[config.mk]
export PLATFORM = sky130hd
export DESIGN_NAME = spi_master_24
export DESIGN_NICKNAME = d
export VERILOG_FILES = /design/src/rtl/spi_master_24.sv
export SDC_FILE = /design/constraint.sdc
export NUM_CORES = 1
export LEC_CHECK = 0
export BUFFER_PORTS_ARGS = -buffer_cell sky130_fd_sc_hd__clkbuf_2
export CORE_MARGIN = 2
export CORE_UTILIZATION = 59
export CTS_BUF_LIST = sky130_fd_sc_hd__clkbuf_4
export DETAILED_ROUTE_END_ITERATION = 7
export PLACE_DENSITY = 0.85
export REMOVE_ABC_BUFFERS = 1
export SETUP_SLACK_MARGIN = 0.5
export SLEW_MARGIN = 10
export SYNTH_ARGS = -nofsm -noshare
export SYNTH_HDL_FRONTEND = slang
export SYNTH_SLANG_ARGS = --single-unit
[constraint.sdc]
create_clock -name i_clk -period 2.9 [get_ports i_clk]
set_clock_uncertainty 0.1 [all_clocks]
set_input_delay 0.145 -clock i_clk [delete_from_list [all_inputs] [get_ports i_clk]]
set_output_delay 0.145 -clock i_clk [all_outputs]
set_load 0.05 [all_outputs]
[src/rtl/spi_master_24.sv]
// SPI mode-0 master for the front-panel LCD/switch controller: one n_cs-framed,
// MSB-first transfer per accepted start, with a captured MISO word and done pulse.
module spi_master_24 #(
  parameter int DATA_WIDTH  = 24,
  parameter int HALF_PERIOD = 2,
  parameter int CS_SETUP    = 2,
  parameter int CS_HOLD     = 2,
  parameter int CS_IDLE     = 4
) (
  input  logic                  i_clk,
  input  logic                  i_rst,
  input  logic                  i_spi_start,
  input  logic [DATA_WIDTH-1:0] i_mosi_data,
  output logic [DATA_WIDTH-1:0] o_miso_data,
  output logic                  o_spi_done,
  output logic                  o_busy,
  output logic                  n_cs,
  output logic                  o_sclk,
  output logic                  o_mosi,
  input  logic                  i_miso
);

  localparam int M1   = (HALF_PERIOD > CS_SETUP) ? HALF_PERIOD : CS_SETUP;
  localparam int M2   = (CS_HOLD > CS_IDLE) ? CS_HOLD : CS_IDLE;
  localparam int MAXC = (M1 > M2) ? M1 : M2;
  localparam int CW   = $clog2(MAXC + 1);
  localparam int FW   = (DATA_WIDTH > 1) ? $clog2(DATA_WIDTH) : 1;

  typedef enum logic [2:0] {IDLE, SETUP, SHIFT, HOLD, GAP} state_t;

  state_t                state_q, state_d;
  logic [CW-1:0]         cnt_q, cnt_d;
  logic [FW-1:0]         fall_cnt_q, fall_cnt_d;
  logic [DATA_WIDTH-1:0] tx_q, tx_d;
  logic [DATA_WIDTH-1:0] rx_q, rx_d;
  logic [DATA_WIDTH-1:0] miso_data_q, miso_data_d;
  logic [DATA_WIDTH-1:0] tx_shift;
  logic                  sclk_q, sclk_d;
  logic                  mosi_q, mosi_d;
  logic                  ncs_q, ncs_d;
  logic                  busy_q, busy_d;
  logic                  done_q, done_d;

  always_ff @(posedge i_clk or posedge i_rst) begin
    if (i_rst) begin
      state_q     <= IDLE;
      cnt_q       <= '0;
      fall_cnt_q  <= '0;
      tx_q        <= '0;
      rx_q        <= '0;
      miso_data_q <= '0;
      sclk_q      <= 1'b0;
      mosi_q      <= 1'b0;
      ncs_q       <= 1'b1;
      busy_q      <= 1'b0;
      done_q      <= 1'b0;
    end else begin
      state_q     <= state_d;
      cnt_q       <= cnt_d;
      fall_cnt_q  <= fall_cnt_d;
      tx_q        <= tx_d;
      rx_q        <= rx_d;
      miso_data_q <= miso_data_d;
      sclk_q      <= sclk_d;
      mosi_q      <= mosi_d;
      ncs_q       <= ncs_d;
      busy_q      <= busy_d;
      done_q      <= done_d;
    end
  end

  always_comb begin
    state_d     = state_q;
    cnt_d       = cnt_q;
    fall_cnt_d  = fall_cnt_q;
    tx_d        = tx_q;
    rx_d        = rx_q;
    miso_data_d = miso_data_q;
    sclk_d      = sclk_q;
    mosi_d      = mosi_q;
    ncs_d       = ncs_q;
    busy_d      = busy_q;
    done_d      = 1'b0;
    tx_shift    = tx_q << 1;

    unique case (state_q)
      IDLE: begin
        // busy may already be high here when a held start was seen at GAP exit
        busy_d = i_spi_start;
        if (i_spi_start) begin
          tx_d       = i_mosi_data;
          mosi_d     = i_mosi_data[DATA_WIDTH-1];
          ncs_d      = 1'b0;
          cnt_d      = '0;
          fall_cnt_d = '0;
          rx_d       = '0;
          state_d    = SETUP;
        end
      end
      SETUP: begin
        if (cnt_q == CW'(CS_SETUP - 1)) begin
          cnt_d   = '0;
          sclk_d  = 1'b0;
          state_d = SHIFT;
        end else begin
          cnt_d = cnt_q + CW'(1);
        end
      end
      SHIFT: begin
        // first cycle of a high half: i_miso is sampled while o_sclk is already 1
        if (sclk_q && cnt_q == '0) begin
          rx_d    = rx_q << 1;
          rx_d[0] = i_miso;
        end
        if (cnt_q == CW'(HALF_PERIOD - 1)) begin
          cnt_d  = '0;
          sclk_d = ~sclk_q;
          if (sclk_q) begin
            if (fall_cnt_q == FW'(DATA_WIDTH - 1)) begin
              state_d = HOLD;
            end else begin
              fall_cnt_d = fall_cnt_q + FW'(1);
              tx_d       = tx_shift;
              mosi_d     = tx_shift[DATA_WIDTH-1];
            end
          end
        end else begin
          cnt_d = cnt_q + CW'(1);
        end
      end
      HOLD: begin
        if (cnt_q == CW'(CS_HOLD - 1)) begin
          cnt_d       = '0;
          ncs_d       = 1'b1;
          done_d      = 1'b1;
          miso_data_d = rx_q;
          mosi_d      = 1'b0;
          state_d     = GAP;
        end else begin
          cnt_d = cnt_q + CW'(1);
        end
      end
      GAP: begin
        if (cnt_q == CW'(CS_IDLE - 1)) begin
          cnt_d   = '0;
          busy_d  = i_spi_start;
          state_d = IDLE;
        end else begin
          cnt_d = cnt_q + CW'(1);
        end
      end
      default: begin
        state_d = IDLE;
      end
    endcase
  end

  assign o_miso_data = miso_data_q;
  assign o_spi_done  = done_q;
  assign o_busy      = busy_q;
  assign n_cs        = ncs_q;
  assign o_sclk      = sclk_q;
  assign o_mosi      = mosi_q;

endmodule

==> impl_metrics.env <==
export IMPL_syn_area_um2=4070
export IMPL_hpwl_mm=5.07
export IMPL_core_area_um2=6720
export IMPL_r2r_end="o_miso_data[14]"
export IMPL_grt_antenna_before_repair=0
export IMPL_area_growth_pct=18.1
export IMPL_pwr_density_cell_nw_per_um2=911
export IMPL_critPathSlowestCell="dfrtp_1"
export IMPL_post_route_min_period_ns=2.18
export IMPL_finalHoldViolCount=0
export IMPL_tightest_slew_ns=0.902
export IMPL_grt_overflow=0
export IMPL_num_fill_cells=475
export IMPL_cts_tree="done"
export IMPL_grt_usage=0.239
export IMPL_cts_sinks=87
export IMPL_drt_wl_total_mm=8.62
export IMPL_drtPass1Iterations=4
export IMPL_cts_buffers=9
export IMPL_synth_ff_type="dfrtp_1"
export IMPL_netlist_top_cells_area="dfrtp_1, nand2_1, mux2_2"
export IMPL_synth_top_cell_area_share=0.528
export IMPL_hp_class="in -> async"
export IMPL_cp_required_ns=3.13
export IMPL_cp_depth=7
export IMPL_slowest_delay_ns=0.42
export IMPL_drt_iter0_markers=249
export IMPL_rsz0062_at_grt="false"
export IMPL_path_class="reg -> reg"
export IMPL_wire_per_inst_um=15.7
export IMPL_cp_top_family="simple AND/OR/NAND/NOR gates"
export IMPL_startpoint="cnt_q[1]"
export IMPL_ys_seq_elements=87
export IMPL_slew_headroom=0.399
export IMPL_start_util=0.606
export IMPL_status="finished clean"
export IMPL_reg2reg_depth=7
export IMPL_place_area_um2=4370
export IMPL_drv_slew=0
export IMPL_min_period_over_period=0.753
export IMPL_path_cells="inv_1, ha_1, nor2b_2, nand2_1, nor2_4, buf_4, mux2_2"
export IMPL_async_flop_share=1.00
export IMPL_cp_data_arrival_time_ns=2.41
export IMPL_ir_drop_mv=0.467
export IMPL_path_max_fanout=26
export IMPL_finalWeightedCongestion=0.872
export IMPL_maxCapViolCount=0
export IMPL_die_h_um=87.1
export IMPL_vias_per_cell=5.71
export IMPL_route_vias_total=3122
export IMPL_seq_area_frac_synth=0.535
export IMPL_final_area_um2=4810
export IMPL_path_buf_inv=2
export IMPL_grt_pass1_vias=2925
export IMPL_power_static_leakage_nw=2.21
export IMPL_route_detailed_drc=0
export IMPL_synth_warnings=0
export IMPL_startpoint_type="register"
export IMPL_fmax_ghz=0.458
export IMPL_num_rows=30
export IMPL_setup_viol=0
export IMPL_nets=496
export IMPL_grt_start_max_net_pins=50
export IMPL_end_kind="register"
export IMPL_ant_nets=0
export IMPL_rrSetupSlack_ns=0.72
export IMPL_r2r_start="cnt_q[1]"
export IMPL_yosys_area_top_type="dfrtp_1"
export IMPL_diodes=0
export IMPL_cts_resized=0
export IMPL_portBuffers=56
export IMPL_root_buffer="clkbuf_4"
export IMPL_fp_dieW_um=87.1
export IMPL_num_io_pins=57
export IMPL_clkLatencyLatePin_ns=0.44
export IMPL_worstSetupEndpoint="o_miso_data[14]"
export IMPL_die_area_um2=7580
export IMPL_h_tree_depth=3
export IMPL_syn_area_per_cell_um2=10.5
export IMPL_cts_setup_buffers=0
export IMPL_drive_gt1_frac=0.291
export IMPL_synth_edff_count=0
export IMPL_clk_pin_slew_ns=0.15
export IMPL_total_power_mw=4.38
export IMPL_synthDistinctLibCells=50
export IMPL_grt_pass1_wl_mm=14.0
export IMPL_holdBufCountCts=27
export IMPL_clockBufferDepth=2
export IMPL_syn_inst=388
-- per-layer routing --
metal | wire length (um) | track usage | up-vias
met5 | 0 | 0 | -
met4 | 174 | 0.102 | 0
met3 | 424 | 0.0370 | 17
met2 | 4280 | 0.379 | 118
met1 | 3740 | 0.331 | 1507
li1 | - | - | 1480
-- cell families after synthesis --
family,Yosys count,synth area share
simple gates,130,0.142
compound gates,96,0.166
flops,87,0.535
buf+inv,39,0.0516
mux,29,0.0854
fa+ha+maj,6,0.0184
xor+xnor,1,0.00215
-- worst reg2reg max path, cell delays in order (launching register included) --
cell and delay [ns]:
dfrtp_1 0.42, inv_1 0.11, ha_1 0.18, nor2b_2 0.26
nand2_1 0.17, nor2_4 0.11, buf_4 0.32, mux2_2 0.40
-- worst min-delay path by stage --
| stage | endpoint | slack [ns] | depth (start not counted) |
|---|---|---|---|
| 2_1_floorplan | rx_q[0] | 0.18 | 2 |
| 3_3_place_gp | tx_q[17] | 0.21 | 2 |
| 3_5_place_dp | tx_q[17] | 0.23 | 2 |
| 4_1_cts | rx_q[4] | 0.30 | 3 |
| 5_1_grt | rx_q[4] | 0.35 | 3 |
| 6_report | tx_q[6] | 0.27 | 3 |
-- synth_stat cells (2+ instances only) --
master and count:
inv_1 11, nor2_1 9, nand2b_1 2, ha_1 6
o21ai_1 6, nor2b_1 2, o2bb2ai_1 2, a21oi_1 27
buf_4 4, mux2_2 26, buf_6 4, buf_2 15
o31ai_1 3, a31oi_2 19, nand3_1 5, nand2_1 96
clkbuf_1 5, dfrtp_1 86, o21ai_0 24, a31oi_1 6
-- through the flow --
| stage | hold WS (ns) | setup WS, ns | util | cells | TNS, ns |
|---|---|---|---|---|---|
| after floorplan | 0.181 | -0.242 | - | 360 | -0.529 |
| after global placement | 0.214 | 0.851 | 0.650 | 504 | 0 |
| after detailed placement | 0.227 | 0.767 | 0.650 | 504 | 0 |
| after CTS | 0.296 | 0.737 | 0.716 | 547 | 0 |
| after global routing | 0.346 | 0.612 | 0.716 | 547 | 0 |
| final | 0.272 | 0.717 | 0.716 | 547 | 0 |
-- report_power, final --
group | internal, mW | total (mW) | leakage, nW | switching, mW
sequential | 1.49 | 1.72 | 1.13 | 0.228
combinational | 0.665 | 1.87 | 0.994 | 1.21
clock | 0.360 | 0.797 | 0.0847 | 0.437
total | 2.51 | 4.38 | 2.21 | 1.87
-- placed cells by master (no fill, tap or decap), drive strengths merged, types with 2 or more instances in the layout --
| master | instances |
|---|---|
| a21oi | 27 |
| a31oi | 25 |
| and2 | 2 |
| buf | 8 |
| bufinv | 2 |
| clkbuf | 65 |
| clkinv | 2 |
| clkinvlp | 2 |
| dfrtp | 86 |
| dlygate4sd3 | 27 |
| ha | 6 |
| inv | 12 |
| mux2 | 26 |
| mux2i | 2 |
| nand2 | 96 |
| nand2b | 4 |
| nand3 | 5 |
| nor2 | 10 |
| nor2b | 3 |
| o21ai | 30 |
| o2bb2ai | 2 |
| o31ai | 3 |
-- state kept, by name, summed over array words and instances (netlist names) --
signal       count
cnt_q            3
fall_cnt_q       5
n_cs             1
o_busy           1
o_miso_data     24
o_mosi           1
o_sclk           1
o_spi_done       1
rx_q            24
state_q          3
tx_q            23
-- layout make-up --
| cell class | instances | area (um2) | share of cell area |
|---|---|---|---|
| multi-input cells | 262 | 1700 | 0.352 |
| flip-flops and latches | 87 | 2180 | 0.453 |
| clock buffers | 9 | 67.6 | 0.0140 |
| clock inverters | 7 | 104 | 0.0216 |
| repair buffers | 91 | 623 | 0.130 |
| inverters | 11 | 42.5 | 0.00884 |
| well taps | 80 | 100 | 0.0208 |
Power figures use the tool's default switching activity.
